[src/rtl/id_ex_operand_stage.sv]
// ID/EX operand stage: latches decode fields, bypasses EX/MEM/WB results into the
// operands, stalls one cycle on load-use, honours execute back-pressure and flush.
module id_ex_operand_stage #(
  parameter int CTRL_W = 16,
  parameter int CNT_W  = 16
) (
  input  logic              CLK,
  input  logic              RESET,
  input  logic              ID_VALID,
  output logic              ID_READY,
  input  logic [31:0]       ID_PC,
  input  logic [31:0]       ID_IMM,
  input  logic [4:0]        ID_RS1,
  input  logic [4:0]        ID_RS2,
  input  logic [4:0]        ID_RD,
  input  logic              ID_USES_RS1,
  input  logic              ID_USES_RS2,
  input  logic              ID_WE,
  input  logic              ID_IS_LOAD,
  input  logic [CTRL_W-1:0] ID_CTRL,
  input  logic [31:0]       RF_DATA1,
  input  logic [31:0]       RF_DATA2,
  input  logic [31:0]       EX_RESULT,
  input  logic              MEM_VALID,
  input  logic              MEM_WE,
  input  logic [4:0]        MEM_RD,
  input  logic [31:0]       MEM_DATA,
  input  logic              WB_VALID,
  input  logic              WB_WE,
  input  logic [4:0]        WB_RD,
  input  logic [31:0]       WB_DATA,
  input  logic              EX_READY,
  input  logic              FLUSH,
  output logic              EX_VALID,
  output logic [31:0]       EX_PC,
  output logic [31:0]       EX_IMM,
  output logic [31:0]       EX_OP1,
  output logic [31:0]       EX_OP2,
  output logic [4:0]        EX_RD,
  output logic              EX_WE,
  output logic              EX_IS_LOAD,
  output logic [CTRL_W-1:0] EX_CTRL,
  output logic [CNT_W-1:0]  BUBBLE_CNT
);

  logic              valid_q;
  logic [31:0]       pc_q, imm_q, op1_q, op2_q;
  logic [4:0]        rd_q;
  logic              we_q, ld_q;
  logic [CTRL_W-1:0] ctrl_q;
  logic [CNT_W-1:0]  cnt_q;

  logic              hz;
  logic [31:0]       op1_d, op2_d;

  function automatic logic [31:0] sel_op(
    input logic [4:0]  rs,
    input logic [31:0] rf,
    input logic        ex_v, ex_we, ex_ld,
    input logic [4:0]  ex_rd,
    input logic [31:0] ex_res,
    input logic        mem_v, mem_we,
    input logic [4:0]  mem_rd,
    input logic [31:0] mem_data,
    input logic        wb_v, wb_we,
    input logic [4:0]  wb_rd,
    input logic [31:0] wb_data
  );
    logic [31:0] r;
    r = rf;
    if (rs == 5'd0)                                  r = 32'd0;
    else if (ex_v && ex_we && !ex_ld && ex_rd == rs) r = ex_res;
    else if (mem_v && mem_we && mem_rd == rs)        r = mem_data;
    else if (wb_v && wb_we && wb_rd == rs)           r = wb_data;
    return r;
  endfunction

  // A load in EX cannot forward yet: the dependent instruction waits one cycle
  // and then picks the load data from MEM.
  always_comb begin
    hz = valid_q && ld_q && we_q && (rd_q != 5'd0) &&
         ((ID_USES_RS1 && ID_RS1 == rd_q) || (ID_USES_RS2 && ID_RS2 == rd_q));
  end

  // Handshake: decode transfers on ID_VALID & ID_READY at a rising edge; the EX
  // bundle transfers on EX_VALID & EX_READY and is held unchanged while EX_READY=0.
  assign ID_READY = RESET && EX_READY && !hz;

  always_comb begin
    op1_d = sel_op(ID_RS1, RF_DATA1, valid_q, we_q, ld_q, rd_q, EX_RESULT,
                   MEM_VALID, MEM_WE, MEM_RD, MEM_DATA, WB_VALID, WB_WE, WB_RD, WB_DATA);
    op2_d = sel_op(ID_RS2, RF_DATA2, valid_q, we_q, ld_q, rd_q, EX_RESULT,
                   MEM_VALID, MEM_WE, MEM_RD, MEM_DATA, WB_VALID, WB_WE, WB_RD, WB_DATA);
  end

  always_ff @(posedge CLK) begin
    if (!RESET) begin
      valid_q <= 1'b0;
      pc_q    <= '0;
      imm_q   <= '0;
      op1_q   <= '0;
      op2_q   <= '0;
      rd_q    <= '0;
      we_q    <= 1'b0;
      ld_q    <= 1'b0;
      ctrl_q  <= '0;
      cnt_q   <= '0;
    end else if (FLUSH) begin
      valid_q <= 1'b0;
    end else if (!EX_READY) begin
      valid_q <= valid_q;
    end else if (hz) begin
      valid_q <= 1'b0;
      if (cnt_q != {CNT_W{1'b1}}) cnt_q <= cnt_q + CNT_W'(1);
    end else if (ID_VALID) begin
      valid_q <= 1'b1;
      pc_q    <= ID_PC;
      imm_q   <= ID_IMM;
      op1_q   <= op1_d;
      op2_q   <= op2_d;
      rd_q    <= ID_RD;
      we_q    <= ID_WE;
      ld_q    <= ID_IS_LOAD;
      ctrl_q  <= ID_CTRL;
    end else begin
      valid_q <= 1'b0;
    end
  end

  assign EX_VALID   = valid_q;
  assign EX_PC      = pc_q;
  assign EX_IMM     = imm_q;
  assign EX_OP1     = op1_q;
  assign EX_OP2     = op2_q;
  assign EX_RD      = rd_q;
  assign EX_WE      = we_q;
  assign EX_IS_LOAD = ld_q;
  assign EX_CTRL    = ctrl_q;
  assign BUBBLE_CNT = cnt_q;

endmodule

[config.mk]
export PLATFORM = sky130hd
export DESIGN_NAME = id_ex_operand_stage
export DESIGN_NICKNAME = d
export VERILOG_FILES = /design/src/rtl/id_ex_operand_stage.sv
export SDC_FILE = /design/constraint.sdc
export NUM_CORES = 1
export LEC_CHECK = 0
export CORE_AREA = 2 2 174 176
export CTS_CLUSTER_SIZE = 40
export DETAILED_ROUTE_END_ITERATION = 16
export DIE_AREA = 0 0 176 178
export HOLD_SLACK_MARGIN = 0.1
export PLACE_DENSITY_LB_ADDON = 0.05
export REMOVE_ABC_BUFFERS = 1
export SLEW_MARGIN = 15
export SYNTH_ARGS = -nofsm -noshare
export SYNTH_HDL_FRONTEND = slang
export SYNTH_SLANG_ARGS = --single-unit
[constraint.sdc]
create_clock -name CLK -period 5.3 [get_ports CLK]
set_clock_uncertainty 0.2 [all_clocks]
set_input_delay 0.795 -clock CLK [delete_from_list [all_inputs] [get_ports CLK]]
set_output_delay 0.795 -clock CLK [all_outputs]
set_load 0.01 [all_outputs]
# Yosys cells after proc, flatten, opt, wreduce, memory -nomap -nowiden
# Cells that the tools add are included.
# Widths: inputs -> output; s select.
# word_totals
regBits	168
output_inout_bits	169
# op_classes
addsub	1
eq_ne	9
mux	10
bitwise_logic	3
reduce_logical	27
# op_table
cell	count
$mux 32	8
$eq 5x5->1	8
$logic_and 1x1->1	18
$add 16x1->16 const B	1
$ne 16x16->1 const B	1
$logic_not 5->1	2
$reduce_and 4->1	2
$reduce_bool 5->1	1
$not 1->1	3
$logic_not 1->1	2
$mux 1	2
$reduce_or 2->1	1
$logic_or 1x1->1	1

# Longest topological paths before layout
# Gate-level depths: netlist of run 1.
# logic_depth
depth_word	6
ltp_mapped	10
depth_no_buf	6

# Worst setup path after synthesis of run 1
# No wires, ideal clock.
# synth_path
path_kind	input -> output
start	input RESET
end	output ID_READY
t_arrival_ns	1.802
required_ns	4.305
setup_slack_ns	2.503
cell_stages	4
n_path_buf	3
path_cell_list	clkbuf_1 -> clkbuf_1 -> clkbuf_1 -> and3_1
# synth_via
elab_chain_len	2
# synth_lines
element	line_no	rtl
from (decl)	8	input logic RESET,
$logic_and 1x1->1 (2 in a row)	87	assign ID_READY = RESET && EX_READY && !hz;
to (decl)	10	output logic ID_READY,
# Every way passes these cells.

# Worst setup path after layout of run 1
# layout_path
start	input ID_RS2[4]
end	output ID_READY
# layout_via
elab_chain_len	6
# layout_lines
element	line_no	rtl
from (decl)	14	input logic [4:0] ID_RS2,
$eq 5x5->1	82	((ID_USES_RS1 && ID_RS1 == rd_q) || (ID_USES_RS2 && ID_RS2 == rd_q));
$logic_and 1x1->1	82	
$logic_or 1x1->1	82	
$logic_and 1x1->1	81	hz = valid_q && ld_q && we_q && (rd_q != 5'd0) &&
$logic_not 1->1	87	
$logic_and 1x1->1	87	
# Every way passes these cells.

==> results of run 1 <==
## report_power, final
part | switching (µW) | internal, µW
Sequential | 23.6 | 1300
Combinational | 191 | 295
Clock | 646 | 632
Total | 861 | 2230
## state kept, by name, indices dropped and copies added (netlist names)
name	flops
EX_CTRL	16
EX_IMM	32
EX_OP2	32
EX_RD	5
BUBBLE_CNT	16
EX_OP1	32
EX_WE	1
EX_IS_LOAD	1
EX_PC	32
EX_VALID	1
## metrics by stage
step	setup TNS, ns	hold WS (ns)
after global placement	0	0.234
after floorplan	-330.36	0.273
after CTS	0	0.253
after global routing	0	0.271
final	0	0.250
after detailed placement	0	0.242
## layer usage
metal  track usage  vias to the layer above
met5             0                        -
met3        0.0776                       36
li1              -                     4488
met1         0.277                     4348
met2         0.382                      382
met4        0.0713                        0
## kinds of logic after synthesis
family                     share of synthesized area
DFF                                            0.408
and+or+nand+nor                                0.260
buffers and inverters                         0.0505
adders and majority gates                    0.00152
AOI/OAI and AO/OA                              0.247
xor gates and xnor gates                      0.0329
## worst reg2reg max path: stages, from the launching register on
cell and delay, ns:
dfxtp_1 0.39, or4_1 0.56, o211a_1 0.25, and3_1 0.25, or4_4 0.88, a311oi_2 0.33
a221o_1 0.15
## synthesized netlist by cell type (2+ instances only)
library cell / instances / area [µm²]
nand3_1: 96 / 480
o211a_1: 2 / 20.0
buf_6: 5 / 56.3
or3_1: 5 / 31.3
a21oi_1: 13 / 65.1
and2_1: 34 / 213
nor4_1: 5 / 31.3
nor3_1: 3 / 15.0
xnor2_1: 7 / 61.3
xor2_1: 24 / 210
o21ai_0: 70 / 350
or4_1: 11 / 82.6
clkbuf_1: 69 / 259
inv_1: 3 / 11.3
a311oi_2: 30 / 450
nor2b_1: 2 / 12.5
buf_1: 3 / 11.3
nor2_1: 73 / 274
o31ai_1: 8 / 60.1
o21ai_1: 25 / 125
dfxtp_1: 168 / 3360
nand4_1: 7 / 43.8
a221o_1: 64 / 641
a311oi_1: 34 / 298
nand2_1: 227 / 852
buf_2: 15 / 75.1
and3_1: 7 / 43.8
## cell type report
type	count	area, µm²
Antenna cell	7	17.5
Clock buffer	17	425
Clock inverter	15	159
Fill cell	2950	15800
Inverter	4	15.0
Multi-Input combinational cell	758	4510
Sequential cell	168	3360
Tap cell	390	488
Timing Repair Buffer	462	4610
## path summary, 6_finish.rpt
path / slack [ns] / cells after the start / endpoint / startpoint
worst max-delay path: 1.22 / 7 / ID_READY / ID_RS2[4]
worst min-delay path: 0.25 / 2 / EX_PC[25] / EX_PC[25]
worst max register to register: 2.23 / 6 / EX_OP2[11] / EX_RD[1]
worst min register to register: 0.25 / 2 / EX_PC[25] / EX_PC[25]
==> impl_results.md, run 1 <==
- Slew headroom: 0.282
- Number of synthesized register bits: around 170
- Seq/Total Area, Yosys: 0.408
- Layout cells sized above 1: 0.0625
- Number of synthesized flops with an enable pin: 0
- DP Area: around 0.013 mm²
- Port buffer count: between 400 and 500
- Leakage power: 0.00479 µW
- Routability-driven placement congestion ratio: 0.801
- Period utilization: 0.771
- # placed instances: 1782
- Min-Delay Path Class: reg2reg
- Grt ovf: 0
- Antenna violations before repair: 3
- CP Capture Type: output pin
- Most frequent cells in the layout: 445 x clkdlybuf4s50_1, 226 x nand2_1, 168 x dfxtp_1, 96 x nand3_1, 72 x nor2_1
- GRT Util Overall: 0.228
- Crit-path max cell delay: around 0.50 ns
- Starting Density: 0.281
- Max cap viols: 0
- Metal-1 WL: 15500 µm
- RSZ-0062 raised after global routing: false
- Root Driver: clkbuf_16
- DR iter-0 viols: just over 600
- DP Worst Slack: roughly 1.1 ns
- Most common cell after layout, fill and taps aside: clkdlybuf4s50_1
- Pwr/cell area: 227 mW/mm²
- Total wirelength of the detailed-routed design: 37100 µm
- Buf/Inv on CP: 2
- Crit path DAT: between 3 and 4 ns
- Worst-path cell chain: clkdlybuf4s50_1, xor2_1, nor3_1, and3_1, nor2_1, and3_1, clkdlybuf4s50_1
- Vias in the first global route: ~9000
- Worst skew pair latency: 0.43 ns
- Power, Total: 3090 µW
- Via count: 9254
- Die H: 178 µm
- Slew Limit Fails: 0
- Fin. Hold Viols: 0
- CTS resizes: 0
- Synth Cell Area: 0.00825 mm²
- Post-Layout Inst Area: roughly 0.014 mm²
- Cts hold-fix bufs: 0
- Mapped Avg Cell Area: a little over 8 µm²
- DR top layer: met4
- P&R area growth vs syn: 64.6%
- Final count of negative-setup-slack endpoints: 0
- Syn. warnings: 0
- Main synth FF type: dfxtp_1
- I/O pin count: between 400 and 500
- Clock Sinks: ~170
- Kind of critical path: in2out
- Pin count of the biggest net entering global routing: 175
- Yosys cell types: 39
- Hpwl dp: approximately 26000 µm
- Post-route DRC: 0
- WL per Instance: between 20 and 25 µm
- Wire length on met2: 17500 µm
- # rows: 63
- Core Region: between 0.02 and 0.03 mm²
- Nets: roughly 1700
- FMAX: between 200 and 250 MHz
- Peak supply drop: around 0.00016 V
- CTS clock-pin slew for the worst setup and hold paths: 0.08 ns
- Htree depth: 4
- Met3 WL: approximately 3300 µm
- CP max FO: 6
- First-pass GRT wire length: around 55000 µm
- Die X: 176 µm
- Minimum setup slack in the final design: between 1 and 1.5 ns
- Post-synthesis async set-or-reset flop share: 0
- TritonCTS clock tree: built
- Post-layout util: 0.462
- CP delay by family, top: simple AND/OR/NAND/NOR gates
- Post-Layout Cell Count: roughly 1800
- Final min period: ~4.1 ns
- Via/cell ratio: just over 5
- Clk buf depth: 2
- CP required: ~4.3 ns
- Post-CTS setup buffers: 0
- Synth Instances: roughly 1000
- First drt pass iteration count: 5
- CP Launch Type: input pin
- Worst Tran Pin Value: 1.07 ns
- DIE AREA: roughly 0.031 mm²
- Status: complete, no violations
- Worst path slowest cell: clkdlybuf4s50_1
- Total CTS buffers: 17
- Antenna Nets Post-Route: 0
(Power assumes the default switching activity.)
==> run 2: changes to the inputs <==
--- a/config.mk
+++ b/config.mk
@@ -5,10 +5,10 @@
 export SDC_FILE = /design/constraint.sdc
 export NUM_CORES = 1
 export LEC_CHECK = 0
-export CORE_AREA = 2 2 174 176
+export CORE_AREA = 2 2 175 177
 export CTS_CLUSTER_SIZE = 40
 export DETAILED_ROUTE_END_ITERATION = 16
-export DIE_AREA = 0 0 176 178
+export DIE_AREA = 0 0 177 179
 export HOLD_SLACK_MARGIN = 0.1
 export PLACE_DENSITY_LB_ADDON = 0.05
 export REMOVE_ABC_BUFFERS = 1
==> constraint.sdc (replaced) <==
create_clock -name CLK -period 3.98 [get_ports CLK]
set_clock_uncertainty 0.2 [all_clocks]
set_input_delay 0.597 -clock CLK [delete_from_list [all_inputs] [get_ports CLK]]
set_output_delay 0.597 -clock CLK [all_outputs]
set_load 0.01 [all_outputs]
==> impl_results.md, run 2 (same netlist as run 1, synthesis figures left out) <==
- Minimum setup slack in the final design: 0.339 ns
- CTS clock-pin slew for the worst setup and hold paths: ~0.070 ns
- Clock Sinks: 168
- Peak supply drop: roughly 0.00023 V
- Multi-input gate area: 0.00450 mm²
- Post-Layout Inst Area: roughly 0.014 mm²
- Root Driver: clkbuf_16
- TritonCTS clock tree: built
- Min-Delay Path Depth: 2
- Crit path DAT: ~2.8 ns
- CP Launch Type: flop
- Worst skew pair latency: around 0.43 ns
- Most frequent cells in the layout: 445 x clkdlybuf4s50_1, 227 x nand2_1, 168 x dfxtp_1, 96 x nand3_1, 72 x nor2_1
- Worst Reg-to-Reg Cells: 7
- Antenna Nets Post-Route: 0
- Total CTS buffers: 17
- DIE AREA: between 0.03 and 0.04 mm²
- Layout cells sized above 1: 0.0657
- Clk buf depth: 2
- Nets: between 1500 and 2000
- Starting Density: 0.275
- Hpwl dp: around 26000 µm
- CTS resizes: 0
- Wire length on met2: between 15000 and 20000 µm
- Pin count of the biggest net entering global routing: roughly 180
- # fillers: around 3000
- Max cap viols: 0
- Vias in the first global route: approximately 9000
- Slew headroom: 0.296
- # rows: between 60 and 70
- Via count: slightly above 9000
- Grt ovf: 0
- CP Capture Type: output pin
- Fin. Hold Viols: 0
- I/O pin count: 447
- Power, Total: ~4200 µW
- Setup tns final: 0 ns
- DR top layer: met4
- Cts hold-fix bufs: 0
- Final count of negative-setup-slack endpoints: 0
- # placed instances: between 1500 and 2000
- Met3 WL: approximately 3600 µm
- Via/cell ratio: 5.07
- P&R area growth vs syn: 66.2%
- Min-Delay Path Class: reg2reg
- DP Worst Slack: 0.570 ns
- First drt pass iteration count: 5
- Leakage power: 0.00487 µW
- Htree depth: 4
- Worst Tran Pin Value: about 1.1 ns
- Port buffer count: 446
- Pwr/cell area: 308 mW/mm²
- WL per Instance: 20.3 µm
- Routability-driven placement congestion ratio: between 0.8 and 0.9
- FMAX: between 200 and 300 MHz
- Status: complete, no violations
- Kind of critical path: reg2out
- RSZ-0062 raised after global routing: false
- Die H: 179 µm
- Most common cell after layout, fill and taps aside: clkdlybuf4s50_1
- CP max FO: 5
- Metal-1 WL: between 15000 and 20000 µm
- Post-route DRC: 0
- Post-CTS setup buffers: 0
- Die X: ~180 µm
- Antenna violations before repair: 4
- Slew Limit Fails: 0
- Post-Layout Cell Count: around 1800
- Period utilization: 0.915
- GRT Util Overall: 0.227
- Total wirelength of the detailed-routed design: between 30000 and 40000 µm
- First-pass GRT wire length: ~54000 µm
- DR iter-0 viols: ~630
- FF+latch area: between 0.003 and 0.004 mm²
- Core Region: 0.0300 mm²
- CP required: ~3.2 ns
- DP Area: about 0.013 mm²
- Final min period: approximately 3.6 ns
[run 2: cell types whose count changed in the layout (fill, tap and decap cells not counted), sizes merged]
cell	previous run	this run
inv	11	8
clkbuf	17	20
diode	7	4
buf	17	23
clkinvlp	3	1
bufinv	0	3
clkinv	5	4
[run 2: layout make-up]
| type | count | area share |
|---|---|---|
| clock buffer | 20 | 0.0340 |
| sequential | 168 | 0.245 |
| clock inverter | 12 | 0.0120 |
| antenna | 4 | 0.000730 |
| tap | 396 | 0.0361 |
| inverter | 4 | 0.00109 |
| multi-input combinational | 758 | 0.328 |
| timing repair buffer | 468 | 0.343 |
[run 2: power breakdown]
| part | total [µW] | leakage [µW] | internal, µW | switching, µW |
|---|---|---|---|---|
| sequential | 1770 | 0.00136 | 1730 | 31.6 |
| combinational | 650 | 0.00320 | 394 | 256 |
| clock | 1810 | 0.000308 | 1050 | 760 |
| total | 4230 | 0.00487 | 3180 | 1050 |
[run 2: path summary, 6_finish.rpt]
path	slack, ns	endpoint	start
min reg2reg	0.25	EX_PC[17]	EX_PC[17]
max	0.34	ID_READY	EX_RD[0]
min	0.25	EX_PC[17]	EX_PC[17]
max reg2reg	0.79	EX_OP2[24]	EX_RD[0]
[run 2: critical path, stage by stage, from the launching register on]
cell             delay, ns
dfxtp_1               0.39
or4_1                 0.58
o211a_1               0.28
nor3b_2               0.18
nor2_1                0.26
and3_1                0.20
clkdlybuf4s50_1       0.53
[run 2: through the flow]
step,utilization,hold slack (ns)
2_1_floorplan,-,0.273
4_1_cts,0.456,0.250
3_3_place_gp,0.435,0.234
5_1_grt,0.457,0.268
6_report,0.457,0.251
3_5_place_dp,0.435,0.241
[run 2: routing by layer]
metal | up-vias | track usage
met5 | - | 0
met4 | 0 | 0.0696
met3 | 36 | 0.0770
met2 | 392 | 0.379
met1 | 4358 | 0.275
li1 | 4488 | -
==> run 3: changes to the inputs <==
--- a/config.mk
+++ b/config.mk
@@ -5,10 +5,11 @@
 export SDC_FILE = /design/constraint.sdc
 export NUM_CORES = 1
 export LEC_CHECK = 0
-export CORE_AREA = 2 2 175 177
-export CTS_CLUSTER_SIZE = 40
+export CORE_AREA = 2 2 173 175
+export CTS_BUF_LIST = sky130_fd_sc_hd__clkbuf_4 sky130_fd_sc_hd__clkbuf_8
+export CTS_CLUSTER_SIZE = 10
 export DETAILED_ROUTE_END_ITERATION = 16
-export DIE_AREA = 0 0 177 179
+export DIE_AREA = 0 0 175 177
 export HOLD_SLACK_MARGIN = 0.1
 export PLACE_DENSITY_LB_ADDON = 0.05
 export REMOVE_ABC_BUFFERS = 1
==> impl_results.md, run 3 (same netlist as run 1, synthesis figures left out) <==
- Via count: ~9000
- Htree depth: 4
- FF+latch area: approximately 0.0034 mm²
- Vias in the first global route: ~9100
- Minimum setup slack in the final design: approximately 0.3 ns
- DR iter-0 viols: 528
- Final min period: ~3.7 ns
- Post-CTS setup buffers: 0
- FMAX: approximately 270 MHz
- Final count of negative-setup-slack endpoints: 0
- CP Launch Type: input pin
- Pin count of the biggest net entering global routing: 175
- I/O pin count: between 400 and 500
- Worst Tran Pin Value: approximately 0.84 ns
- Nets: 1691
- Layout cells sized above 1: 0.0625
- First-pass GRT wire length: 54500 µm
- DP Area: 0.0130 mm²
- DP Worst Slack: 0.309 ns
- Most common cell after layout, fill and taps aside: clkdlybuf4s50_1
- P&R area growth vs syn: 63.0%
- Peak supply drop: a little over 0.0002 V
- GRT Util Overall: 0.229
- Pwr/cell area: between 200 and 300 mW/mm²
- Status: complete, no violations
- First drt pass iteration count: 5
- Total wirelength of the detailed-routed design: 36400 µm
- Max cap viols: 0
- Cts hold-fix bufs: 0
- Slew Limit Fails: 0
- RSZ-0062 raised after global routing: false
- Core Region: about 0.029 mm²
- # rows: between 60 and 70
- CP max FO: 6
- # placed instances: roughly 1800
- Post-route DRC: 0
- Post-layout util: 0.460
- Crit path DAT: ~2.9 ns
- Antenna violations before repair: 6
- Hpwl dp: about 25000 µm
- Slew headroom: 0.441
- Min-Delay Path Class: reg2reg
- Root Driver: clkbuf_8
- CP required: 3.18 ns
- Fin. Hold Viols: 0
- Port buffer count: between 400 and 500
- WL per Instance: 20.0 µm
- Starting Density: 0.282
- Clock Sinks: about 170
- TritonCTS clock tree: built
- CP Capture Type: output pin
- CTS resizes: 0
- Period utilization: 0.922
- Leakage power: roughly 0.0047 µW
- Antenna Nets Post-Route: 0
- Die X: around 180 µm
- Total CTS buffers: 17
- Kind of critical path: in2out
- CTS clock-pin slew for the worst setup and hold paths: roughly 0.09 ns
- Worst skew pair latency: between 0.4 and 0.5 ns
- Multi-input gate area: between 0.004 and 0.005 mm²
- # fillers: 2900
- Post-Layout Inst Area: approximately 0.013 mm²
- DIE AREA: roughly 0.031 mm²
- Via/cell ratio: a little over 5
- Routability-driven placement congestion ratio: between 0.8 and 0.9
- Clk buf depth: 2
- Post-Layout Cell Count: between 1500 and 2000
- Grt ovf: 0
- Most frequent cells in the layout: 445 x clkdlybuf4s50_1, 227 x nand2_1, 168 x dfxtp_1, 96 x nand3_1, 72 x nor2_1
- Setup tns final: 0 ns
- Die H: about 180 µm
[run 3: worst paths after layout]
check                           startpoint        end  slack (ns)  cells after the start
worst max-delay path             ID_RS2[4]   ID_READY        0.31                      7
worst min-delay path              EX_PC[0]   EX_PC[0]        0.25                      2
worst max register to register    EX_RD[1]  EX_OP2[1]        0.93                      8
worst min register to register    EX_PC[0]   EX_PC[0]        0.25                      2
[run 3: worst max-delay path: stages]
cell and delay, ns:
clkdlybuf4s50_1 0.52, xor2_1 0.19, nor3_1 0.33, and3_1 0.41, nor2_1 0.14, and3_1 0.20
clkdlybuf4s50_1 0.49
[run 3: per-layer routing]
metal,part of all wire,up-vias,GRT usage
li1,-,4476,-
met1,0.40,4292,0.265
met2,0.48,381,0.395
met3,0.090,55,0.0735
met4,0.027,8,0.0823
met5,0.0015,-,0
[run 3: per-stage QoR]
stage / power, µW / hold slack (ns)
2_1_floorplan: 1960 / 0.273
3_3_place_gp: 2450 / 0.234
3_5_place_dp: 2450 / 0.239
4_1_cts: 3820 / 0.253
5_1_grt: 3930 / 0.274
6_report: 3760 / 0.250
[run 3: layout make-up]
class,instances,share of cell area
repair buffers,463,0.346
multi-input cells,758,0.335
flip-flops and latches,168,0.250
well taps,390,0.0363
clock buffers,19,0.0190
clock inverters,13,0.0120
inverters,4,0.00112
diodes,3,0.000558
[run 3: where the power goes]
part	switching, µW	total (µW)	internal, µW
registers	31.4	1760	1730
clock network	743	1350	606
logic	256	649	394
total	1030	3760	2730
